## src/rtl/onehot_index_player.sv

```systemverilog
// Plays a queue of binary bit indices onto a one-hot output, holding each
// pattern for HOLD cycles; indices enter through a valid/ready FIFO.
module onehot_index_player #(
  parameter int IDX_W = 3,
  parameter int DEPTH = 4,
  parameter int HOLD  = 4
) (
  input  logic                      clk,
  input  logic                      rst,
  input  logic                      in_valid,
  output logic                      in_ready,
  input  logic [IDX_W-1:0]          in_index,
  output logic [(2**IDX_W)-1:0]     out_onehot,
  output logic                      out_valid,
  output logic [$clog2(DEPTH):0]    count,
  output logic                      busy
);

  localparam int OUT_W  = 2 ** IDX_W;
  localparam int PTR_W  = $clog2(DEPTH);
  localparam int CNT_W  = PTR_W + 1;
  localparam int HOLD_W = (HOLD > 1) ? $clog2(HOLD) : 1;

  typedef enum logic {
    IDLE = 1'b0,
    SHOW = 1'b1
  } state_t;

  state_t             state;
  state_t             state_next;
  logic [IDX_W-1:0]   mem [DEPTH];
  logic [PTR_W-1:0]   wptr;
  logic [PTR_W-1:0]   rptr;
  logic [HOLD_W-1:0]  hold_cnt;
  logic [HOLD_W-1:0]  hold_next;
  logic [OUT_W-1:0]   onehot_next;
  logic               valid_next;
  logic               push;
  logic               pop;
  logic [IDX_W-1:0]   head;

  // Handshake: an index transfers on a rising edge where in_valid and
  // in_ready are both high; in_ready looks only at the registered count, so
  // a full FIFO refuses a push even in a cycle that also pops.
  assign in_ready = !rst && (count < CNT_W'(DEPTH));
  assign push     = in_valid && in_ready;
  assign head     = mem[rptr];
  assign busy     = out_valid || (count != '0);

  // State register plus the registered outputs and FIFO bookkeeping.
  always_ff @(posedge clk or posedge rst) begin
    if (rst) begin
      state      <= IDLE;
      out_onehot <= '0;
      out_valid  <= 1'b0;
      hold_cnt   <= '0;
      wptr       <= '0;
      rptr       <= '0;
      count      <= '0;
    end else begin
      state      <= state_next;
      out_onehot <= onehot_next;
      out_valid  <= valid_next;
      hold_cnt   <= hold_next;
      if (push) wptr <= wptr + PTR_W'(1);
      if (pop)  rptr <= rptr + PTR_W'(1);
      case ({push, pop})
        2'b10:   count <= count + CNT_W'(1);
        2'b01:   count <= count - CNT_W'(1);
        default: count <= count;
      endcase
    end
  end

  // Storage needs no reset: entries are only read behind the write pointer.
  always_ff @(posedge clk) begin
    if (push) mem[wptr] <= in_index;
  end

  // Next-state: a pop happens whenever a new pattern must be loaded.
  always_comb begin
    state_next = state;
    pop        = 1'b0;
    case (state)
      IDLE: begin
        if (count != '0) begin
          pop        = 1'b1;
          state_next = SHOW;
        end
      end
      SHOW: begin
        if (hold_cnt == '0) begin
          if (count != '0) pop = 1'b1;
          else             state_next = IDLE;
        end
      end
      default: state_next = IDLE;
    endcase
  end

  // Output values to register; loading straight from SHOW leaves no gap cycle.
  always_comb begin
    onehot_next = out_onehot;
    valid_next  = out_valid;
    hold_next   = hold_cnt;
    if (pop) begin
      onehot_next = OUT_W'(1) << head;
      valid_next  = 1'b1;
      hold_next   = HOLD_W'(HOLD - 1);
    end else if (state == SHOW) begin
      if (hold_cnt != '0) begin
        hold_next = hold_cnt - HOLD_W'(1);
      end else begin
        onehot_next = '0;
        valid_next  = 1'b0;
      end
    end
  end

endmodule

```

## config.mk

```make
export PLATFORM = sky130hd
export DESIGN_NAME = onehot_index_player
export DESIGN_NICKNAME = d
export VERILOG_FILES = /design/src/rtl/onehot_index_player.sv
export SDC_FILE = /design/constraint.sdc
export NUM_CORES = 1
export LEC_CHECK = 0
export CAP_MARGIN = 20
export CELL_PAD_IN_SITES_DETAIL_PLACEMENT = 0
export CELL_PAD_IN_SITES_GLOBAL_PLACEMENT = 1
export CORE_ASPECT_RATIO = 0.7
export CORE_MARGIN = 2
export CORE_UTILIZATION = 46
export DETAILED_ROUTE_END_ITERATION = 8
export PLACE_DENSITY = 0.83
export SYNTH_ARGS = -nofsm -noshare
export SYNTH_HDL_FRONTEND = slang
export SYNTH_SLANG_ARGS = --single-unit
export TNS_END_PERCENT = 30
```

## constraint.sdc

```tcl
create_clock -name clk -period 3.1 [get_ports clk]
set_input_delay 0.465 -clock clk [delete_from_list [all_inputs] [get_ports clk]]
set_output_delay 0.465 -clock clk [all_outputs]
set_load 0.005 [all_outputs]
```

==> flow_metrics.py, run 1 <==
metrics = {
    "outcome": {
        "outcome": "finished, final reports clean",
    },
    "drt": {
        "ant_nets": 0,
        "via_per_inst": 5.06,
        "route.detailed.drc": 0,
        "drt-initial-drc-count": 52,
        "wl_mm": 2.31,
        "via_count": 800,
        "dr.pass1.iters": 4,
        "wl_per_cell_um": 14.6,
    },
    "synthesis": {
        "syn_avg_cell_area_um2": 14.3,
        "synth_compound_area_frac": 0.0744,
        "synth_top_family_by_area": "simple AND/OR/NAND/NOR gates",
        "netlist_instances": 95,
        "yosys.area_share.simple": 0.0973,
        "synth_fa_ha_area_frac": 0.0698,
        "ys_warn_count": 0,
        "synth.distinct_cells": 28,
        "synth.area.mux_share": 0.0735,
        "syn_nets": 108,
        "yosysSeqAreaShare": 0.613,
        "synth_xor_area_frac": 0.0386,
        "mappedNetlistArea_mm2": 0.00136,
        "ys_ff_latch": 31,
    },
    "floorplan": {
        "die_h_um": 49.5,
        "rows": 16,
        "start_util": 0.486,
        "die_w_um": 69.1,
        "dieArea_mm2": 0.00342,
        "core_area_mm2": 0.00280,
        "io_pins": 20,
    },
    "cts": {
        "clock-sinks": 31,
        "numCtsBuffers": 5,
        "clkTransAtPathRegs_ns": 0.06,
        "post_cts_resized": 0,
        "h-tree-depth": 2,
        "clockRootBuffer": "clkbuf_8",
        "cts_tree": "yes",
        "ctsLongestPathBuffers": 2,
        "cts_setup_buffers": 0,
        "postCtsHoldBufs": 0,
        "clock_latency_ns": 0.28,
    },
    "place": {
        "dpl.hpwl_mm": 1.76,
        "io_buffers": 19,
        "placed_area_mm2": 0.00160,
        "place_congestion": 0.726,
    },
    "finish": {
        "drive_gt1_frac": 0.131,
        "utilization": 0.606,
        "design_area_mm2": 0.00170,
        "final_cell_mix": "dfrtp_1 (19), clkdlybuf4s50_1 (19), edfxtp_1 (12), inv_1 (8), clkbuf_8 (7)",
        "syn_to_final_growth_pct": 24.6,
        "finalNetCount": 134,
        "fill_cells": 219,
        "ff_latch_area_um2": 836,
        "n_antenna_cell": 0,
        "multiInputGateArea_um2": 482,
    },
    "power_and_ir_drop": {
        "power-per-cell-area_mw_per_mm2": 937,
        "p_leak_nw": 0.699,
        "vdd_drop_max_v": 0.000535,
        "finalPower_mw": 1.59,
    },
    "worst_hold_path": {
        "holdCritPathClass": "flip-flop to flip-flop",
        "hold_depth": 1,
        "whs_endpoint": "out_onehot[6]",
        "hold_start": "out_onehot[6]",
    },
    "setup_path": {
        "cpMostUsedCell": "nor2_1",
        "cpPeakStageDelay_ns": 0.42,
        "r2r.worst_path.cells": 8,
        "critPathArrivalTime_ns": 2.43,
        "reg2reg_setup_slack_ns": 1.01,
        "crit_path_cell_trace": "clkdlybuf4s50_1 -> nor2_1 -> and2_1 -> inv_1 -> ha_1 -> fa_1 -> xnor2_1 -> nor2_1 -> xor2_1",
        "cp.required_ns": 3.30,
        "critPathBufInv": 2,
        "worst-setup-path-type": "primary input to flip-flop",
        "slowest_stage": "clkdlybuf4s50_1",
        "path_delay_family": "adder cells",
        "r2r-end": "count[2]",
        "crit_path_end_kind": "flip-flop",
        "worst_setup_path_start_kind": "primary input",
        "cp_max_fo": 6,
        "worstReg2RegStart": "count[2]",
    },
    "timing": {
        "setup-violations-final": 0,
        "fmax_mhz": 449,
        "slew_violations": 0,
        "relSlewSlack": 0.522,
        "layout_min_cycle_time_ns": 2.23,
        "setup_tns_ns": 0,
        "rsz0062_at_grt": "no",
        "fin_hold_ws_ns": 0.486,
        "fin_crit_sh": 0.718,
        "worstMarginPinSlew_ns": 0.716,
        "finClkSkew_ns": 0.00584,
        "timing_hold_violations_final": 0,
    },
    "grt": {
        "grt_pass1_wl_mm": 3.94,
        "grt-ovfl-total": 0,
        "track_usage": 0.153,
        "grt_pass1_vias": 819,
        "grt_max_degree": 20,
        "antenna_found_initial": 0,
    },
    "job": {
        "cap_viol_max_count": 0,
    },
}
registers in the layout (all words and copies together), names as in the netlist:
signal / flops
rptr: 2
wptr: 2
count: 3
out_onehot: 8
hold_cnt: 2
state: 1
out_valid: 1
mem: 12
cell families after synthesis:
| group | Yosys count |
|---|---|
| AOI/OAI and AO/OA | 12 |
| xor gates and xnor gates | 6 |
| DFF | 31 |
| adders and majority gates | 7 |
| and+or+nand+nor | 23 |
| muxes | 6 |
| buffers and inverters | 10 |
where the power goes:
group	internal (mW)	total (mW)	leakage, nW	switching, mW
clock	0.202	0.341	0.0515	0.139
combinational	0.325	0.612	0.306	0.288
sequential	0.535	0.637	0.341	0.102
routing by layer:
metal / part of all wire / vias up / GRT usage
met5: 0 / - / 0
met4: 0.0048 / 0 / 0.0588
met3: 0.050 / 2 / 0.0654
met2: 0.46 / 20 / 0.231
met1: 0.49 / 385 / 0.199
li1: - / 393 / -
how the worst max path moves through the flow:
stage                     start        to  slack, ns  depth (start not counted)
floorplan           hold_cnt[0]  count[2]       0.95                          9
global placement            rst  count[2]       0.67                          9
detailed placement          rst  count[2]       0.58                          9
CTS                         rst  count[2]       0.87                          9
global route                rst  count[2]       0.67                          9
finish                      rst  count[2]       0.87                          9
per-stage QoR:
step	instances	setup slack, ns
after floorplan	95	0.951
after global placement	150	0.667
after detailed placement	150	0.579
after CTS	158	0.869
after global routing	158	0.666
final	158	0.873
synth_stat cells:
cell type  number  area (µm²)
nor2_1          4        15.0
nand3_1         2        10.0
a22o_1          1        8.76
a32o_1          4        40.0
mux4_2          3        67.6
o21ai_2         1        8.76
xor2_1          2        17.5
and3_1          4        25.0
edfxtp_1       12         360
mux2i_1         1        10.0
nor3_4          1        16.3
o2bb2ai_1       3        26.3
a21boi_0        1        7.51
mux2_2          2        22.5
xnor2_1         4        35.0
fa_1            1        20.0
nand2_1         2        7.51
or3_1           1        6.26
buf_6           1        11.3
a21oi_1         2        10.0
clkbuf_1        1        3.75
nor3_1          3        15.0
dfrtp_1        19         475
nand2b_1        4        25.0
nor2b_1         1        6.26
inv_1           8        30.0
and2_1          1        6.26
ha_1            6        75.1
final cells by class:
class / instances / area share
inverter: 8 / 0.0177
multi-input combinational: 54 / 0.284
tap: 36 / 0.0265
clock buffer: 8 / 0.0590
timing repair buffer: 21 / 0.121
sequential: 31 / 0.492
No activity file was read; power rests on OpenSTA's default activity.
==> run 2, diff against run 1 <==
--- a/config.mk
+++ b/config.mk
@@ -10,9 +10,9 @@
 export CELL_PAD_IN_SITES_GLOBAL_PLACEMENT = 1
 export CORE_ASPECT_RATIO = 0.7
 export CORE_MARGIN = 2
-export CORE_UTILIZATION = 46
+export CORE_UTILIZATION = 43
 export DETAILED_ROUTE_END_ITERATION = 8
-export PLACE_DENSITY = 0.83
+export PLACE_DENSITY = 0.78
 export SYNTH_ARGS = -nofsm -noshare
 export SYNTH_HDL_FRONTEND = slang
 export SYNTH_SLANG_ARGS = --single-unit
==> constraint.sdc (replaced) <==
create_clock -name clk -period 2.3 [get_ports clk]
set_input_delay 0.345 -clock clk [delete_from_list [all_inputs] [get_ports clk]]
set_output_delay 0.345 -clock clk [all_outputs]
set_load 0.005 [all_outputs]
==> flow_metrics.py, run 2 (synthesis results as in run 1) <==
metrics = {
    "outcome": {
        "outcome": "finished, final reports clean",
    },
    "drt": {
        "wl_mm": 2.23,
        "wl_per_cell_um": 13.9,
        "ant_nets": 0,
        "via_count": 806,
        "route.detailed.drc": 0,
        "drt-initial-drc-count": 18,
        "dr.pass1.iters": 4,
        "via_per_inst": 5.01,
    },
    "power_and_ir_drop": {
        "seqPwrFrac": 0.413,
        "p_comb_frac": 0.397,
        "p_leak_nw": 0.695,
        "clkPwrFrac": 0.189,
        "power_switching_share": 0.333,
        "finalPower_mw": 2.07,
        "p_sw_uw": 688,
        "internal_power_mw": 1.38,
        "power-per-cell-area_mw_per_mm2": 1220,
        "vdd_drop_max_v": 0.000716,
    },
    "floorplan": {
        "rows": 17,
        "die_h_um": 51.1,
        "start_util": 0.442,
        "io_pins": 20,
        "die_w_um": 71.3,
        "dieArea_mm2": 0.00364,
        "core_area_mm2": 0.00308,
    },
    "setup_path": {
        "cpPeakStageDelay_ns": 0.45,
        "critPathArrivalTime_ns": 1.70,
        "r2r.worst_path.cells": 7,
        "worstReg2RegStart": "hold_cnt[0]",
        "cp_max_fo": 5,
        "crit_path_cell_trace": "nor3_1 -> buf_4 -> nand2b_1 -> clkdlybuf4s50_1",
        "crit_path_end_kind": "output port",
        "cp.required_ns": 1.96,
        "worst_setup_path_start_kind": "flip-flop",
        "r2r-end": "count[1]",
        "slowest_stage": "clkdlybuf4s50_1",
        "reg2reg_setup_slack_ns": 0.28,
        "worst-setup-path-type": "flip-flop to output port",
    },
    "timing": {
        "setup_tns_ns": 0,
        "fin_crit_sh": 0.890,
        "timing_hold_violations_final": 0,
        "rsz0062_at_grt": "no",
        "setup-violations-final": 0,
        "relSlewSlack": 0.510,
        "worstMarginPinSlew_ns": 0.734,
        "finClkSkew_ns": 0.00687,
        "fmax_mhz": 489,
        "layout_min_cycle_time_ns": 2.05,
        "slew_violations": 0,
    },
    "cts": {
        "numCtsBuffers": 5,
        "h-tree-depth": 2,
        "postCtsHoldBufs": 0,
        "ctsLongestPathBuffers": 2,
        "cts_tree": "yes",
        "clockRootBuffer": "clkbuf_8",
        "cts_setup_buffers": 0,
        "clock-sinks": 31,
        "clock_latency_ns": 0.27,
        "post_cts_resized": 0,
        "clkTransAtPathRegs_ns": 0.06,
    },
    "worst_hold_path": {
        "holdCritPathClass": "flip-flop to flip-flop",
        "hold_start": "out_onehot[6]",
        "hold_depth": 1,
        "whs_endpoint": "out_onehot[6]",
    },
    "finish": {
        "n_antenna_cell": 0,
        "finalNetCount": 135,
        "regMostFlops": "mem",
        "largestRegisters": "mem (12), out_onehot (8), count (3)",
        "utilization": 0.548,
        "final_cell_mix": "dfrtp_1 (19), clkdlybuf4s50_1 (19), edfxtp_1 (12), inv_1 (8), ha_1 (6)",
        "syn_to_final_growth_pct": 24.0,
        "multiInputGateArea_um2": 482,
        "largest_reg_flops": 12,
        "drive_gt1_frac": 0.130,
        "ff_latch_area_um2": 836,
        "fill_cells": 250,
    },
    "job": {
        "cap_viol_max_count": 0,
    },
    "place": {
        "place_congestion": 0.695,
        "io_buffers": 19,
        "dpl.hpwl_mm": 1.70,
    },
    "grt": {
        "antenna_found_initial": 0,
        "grt-ovfl-total": 0,
        "grt_pass1_vias": 882,
        "track_usage": 0.145,
        "grt_pass1_wl_mm": 3.95,
        "grt_max_degree": 20,
    },
}
run 2: cell types whose count changed in the layout (fill, tap and decap cells not counted), sizes merged:
cell,before,now
buf,2,3
clkbuf,8,7
clkinv,0,1
run 2: per-layer routing:
layer / global-route usage / share of wire / vias to the layer above
met3: 0.0493 / 0.046 / 2
li1: - / - / 396
met4: 0.0566 / 0.0058 / 0
met2: 0.222 / 0.44 / 24
met1: 0.192 / 0.51 / 384
met5: 0 / 0 / -
run 2: power groups by stage:
stage | Sequential, mW | Clock, mW | Combinational, mW
CTS | 0.859 | 0.405 | 0.832
finish | 0.853 | 0.391 | 0.821
floorplan | 0.829 | 0 | 0.575
global route | 0.878 | 0.426 | 0.925
detailed placement | 0.866 | 0 | 0.828
global placement | 0.859 | 0 | 0.803
run 2: final cells by class:
class | instances | share of cell area
Tap cell | 38 | 0.0281
Sequential cell | 31 | 0.495
Clock inverter | 1 | 0.00296
Timing Repair Buffer | 22 | 0.126
Multi-Input combinational cell | 54 | 0.285
Inverter | 8 | 0.0178
Clock buffer | 7 | 0.0452
run 2: critical path: cells and delay by family, from the launching register on:
family / cells / cell delay (ns)
simple gates: 2 / 0.36
buf+inv: 2 / 0.64
flops: 1 / 0.44
run 2: worst max path at each step:
stage	start	end	slack (ns)	cells after the start
floorplan	hold_cnt[0]	count[2]	0.15	9
CTS	count[0]	busy	0.24	4
finish	count[0]	busy	0.25	4
global route	hold_cnt[0]	count[2]	0.09	9
detailed placement	rst	count[2]	0.07	9
global placement	rst	count[2]	0.12	9
run 2: through the flow:
stage	worst slack [ns]	hold slack [ns]	instances	area, µm²
3_3_place_gp	0.123	0.455	153	1610
6_report	0.253	0.483	161	1690
5_1_grt	0.0899	0.503	161	1690
4_1_cts	0.243	0.477	161	1690
2_1_floorplan	0.151	0.296	95	1360
3_5_place_dp	0.0660	0.467	153	1610
==> run 3, diff against run 2 <==
--- a/config.mk
+++ b/config.mk
@@ -10,9 +10,9 @@
 export CELL_PAD_IN_SITES_GLOBAL_PLACEMENT = 1
 export CORE_ASPECT_RATIO = 0.7
 export CORE_MARGIN = 2
-export CORE_UTILIZATION = 43
+export CORE_UTILIZATION = 39
 export DETAILED_ROUTE_END_ITERATION = 8
-export PLACE_DENSITY = 0.78
+export PLACE_DENSITY = 0.75
 export SYNTH_ARGS = -nofsm -noshare
 export SYNTH_HDL_FRONTEND = slang
 export SYNTH_SLANG_ARGS = --single-unit
==> constraint.sdc (replaced) <==
create_clock -name clk -period 1.7 [get_ports clk]
set_input_delay 0.255 -clock clk [delete_from_list [all_inputs] [get_ports clk]]
set_output_delay 0.255 -clock clk [all_outputs]
set_load 0.005 [all_outputs]
==> flow_metrics.py, run 3 (synthesis results as in run 1) <==
metrics = {
    "outcome": {
        "outcome": "finished with violations",
        "violations": "negative setup slack",
    },
    "drt": {
        "route.detailed.drc": 0,
        "drt-initial-drc-count": 19,
        "dr.pass1.iters": 4,
        "wl_per_cell_um": 13.0,
        "via_per_inst": 4.76,
        "via_count": 871,
        "wl_mm": 2.39,
        "ant_nets": 0,
    },
    "place": {
        "dpl.hpwl_mm": 1.83,
        "pre_cts_ws_ns": -0.307,
        "place_inst": 175,
        "place_congestion": 0.783,
        "io_buffers": 19,
    },
    "cts": {
        "clock_latency_ns": 0.28,
        "clkTransAtPathRegs_ns": 0.06,
        "h-tree-depth": 2,
        "clockRootBuffer": "clkbuf_8",
        "postCtsHoldBufs": 0,
        "ctsLongestPathBuffers": 2,
        "cts_tree": "yes",
        "numCtsBuffers": 5,
        "clock-sinks": 31,
    },
    "finish": {
        "largestRegisters": "mem (12), out_onehot (8), count (3)",
        "stdcell_count": 183,
        "n_antenna_cell": 0,
        "utilization": 0.577,
        "regMostFlops": "mem",
        "final_cell_mix": "dfrtp_1 (18), clkdlybuf4s50_1 (18), buf_4 (16), edfxtp_1 (12), inv_1 (6)",
        "syn_to_final_growth_pct": 36.9,
        "drive_gt1_frac": 0.301,
        "fill_cells": 273,
        "largest_reg_flops": 12,
        "finalNetCount": 149,
    },
    "setup_path": {
        "cpPeakStageDelay_ns": 0.40,
        "cp_max_fo": 2,
        "slowest_stage": "dfrtp_1",
        "worst_setup_path_start_kind": "flip-flop",
        "critPathBufInv": 1,
        "crit_path_end_kind": "flip-flop",
        "critPathArrivalTime_ns": 1.95,
        "path_delay_family": "adder cells",
        "crit_path_cell_trace": "nor3_4 -> buf_4 -> nor2_4 -> ha_4 -> fa_2 -> xnor2_1 -> nor2_1 -> xor2_1",
        "worst-setup-path-type": "flip-flop to flip-flop",
        "cp.required_ns": 1.90,
    },
    "timing": {
        "layout_min_cycle_time_ns": 1.75,
        "rsz0062_at_grt": "yes",
        "fmax_mhz": 571,
        "timing_hold_violations_final": 0,
        "finClkSkew_ns": 0.00224,
        "relSlewSlack": 0.766,
        "setup_ws_ns": -0.0503,
        "fin_hold_ws_ns": 0.351,
        "worstMarginPinSlew_ns": 0.352,
        "setup-violations-final": 3,
        "fin_crit_sh": 1.03,
        "slew_violations": 0,
    },
    "power_and_ir_drop": {
        "power_switching_share": 0.339,
        "internal_power_mw": 2.07,
        "p_leak_nw": 0.774,
        "seqPwrFrac": 0.367,
        "vdd_drop_max_v": 0.00101,
        "power-per-cell-area_mw_per_mm2": 1680,
        "p_sw_mw": 1.06,
        "clkPwrFrac": 0.169,
        "finalPower_mw": 3.14,
        "p_comb_frac": 0.465,
    },
    "job": {
        "cap_viol_max_count": 0,
    },
    "floorplan": {
        "core_area_mm2": 0.00323,
        "rows": 17,
        "dieArea_mm2": 0.00399,
        "io_pins": 20,
        "die_h_um": 53.5,
        "die_w_um": 74.6,
        "start_util": 0.421,
    },
    "worst_hold_path": {
        "holdCritPathClass": "primary input to asynchronous set/reset pin",
    },
    "grt": {
        "grt_pass1_wl_mm": 4.23,
        "grt_max_degree": 20,
        "grt-ovfl-total": 0,
        "grt_pass1_vias": 898,
        "track_usage": 0.150,
        "antenna_found_initial": 0,
    },
}
## run 3: cell types whose count changed in the layout (fill, tap and decap cells not counted), sizes merged
| cell | before | now |
|---|---|---|
| clkbuf | 7 | 5 |
| clkdlybuf4s50 | 19 | 18 |
| buf | 3 | 17 |
| clkdlybuf4s15 | 0 | 1 |
| clkinv | 1 | 2 |
## run 3: worst reg2reg max path, delay by kind of cell (launching register included)
family | cells | cell delay [ns]
adder cells (fa/ha/maj) | 2 | 0.49
flip-flops | 1 | 0.40
AND/OR/NAND/NOR | 3 | 0.36
XOR/XNOR | 2 | 0.28
buffers and inverters | 1 | 0.15
## run 3: layout make-up
class                      count  area [µm²]  area share
clock inverter                 2        8.76     0.00469
timing repair buffer          36         322       0.172
tap                           47        58.8      0.0315
multi-input combinational     54         541       0.290
sequential                    31         837       0.449
clock buffer                   5        68.8      0.0369
inverter                       8        30.0      0.0161
## run 3: stage by stage
| stage | setup TNS (ns) | cell area [µm²] |
|---|---|---|
| global placement | -0.517 | 1770 |
| global route | -0.336 | 1870 |
| floorplan | -0.207 | 1410 |
| CTS | -0.152 | 1860 |
| detailed placement | -0.613 | 1770 |
| finish | -0.0946 | 1870 |
## run 3: power groups by stage
stage / sequential (mW) / combinational (mW) / clock, mW
after floorplan: 1.15 / 0.860 / 0
after global placement: 1.16 / 1.39 / 0
after detailed placement: 1.17 / 1.44 / 0
after CTS: 1.16 / 1.49 / 0.546
after global routing: 1.17 / 1.62 / 0.577
final: 1.15 / 1.46 / 0.529
## run 3: what timing repair did
| item | CTS | global route |
|---|---|---|
| pin swaps | 2 | 0 |
| setup buffers | 1 | 0 |
| gates resized for setup | 4 | 1 |
| setup endpoints to repair | 4 | 4 |
## run 3: final timing paths
kind / start / cells after the start / slack, ns / endpoint
setup / recovery: count[0] / 8 / -0.05 / count[2]
hold / removal: rst / 3 / 0.35 / wptr[1]
setup reg to reg: count[0] / 8 / -0.05 / count[2]
hold reg to reg: out_onehot[2] / 1 / 0.49 / out_onehot[2]
max in group asynchronous: rst / 3 / 1.13 / count[2]
min in group clk: out_onehot[2] / 1 / 0.49 / out_onehot[2]
## run 3: routing by layer
layer / up-vias / global-route usage / share of wire
li1: 423 / - / -
met2: 24 / 0.217 / 0.43
met1: 422 / 0.203 / 0.51
met4: 0 / 0.0536 / 0.0080
met3: 2 / 0.0629 / 0.049
met5: - / 0 / 0
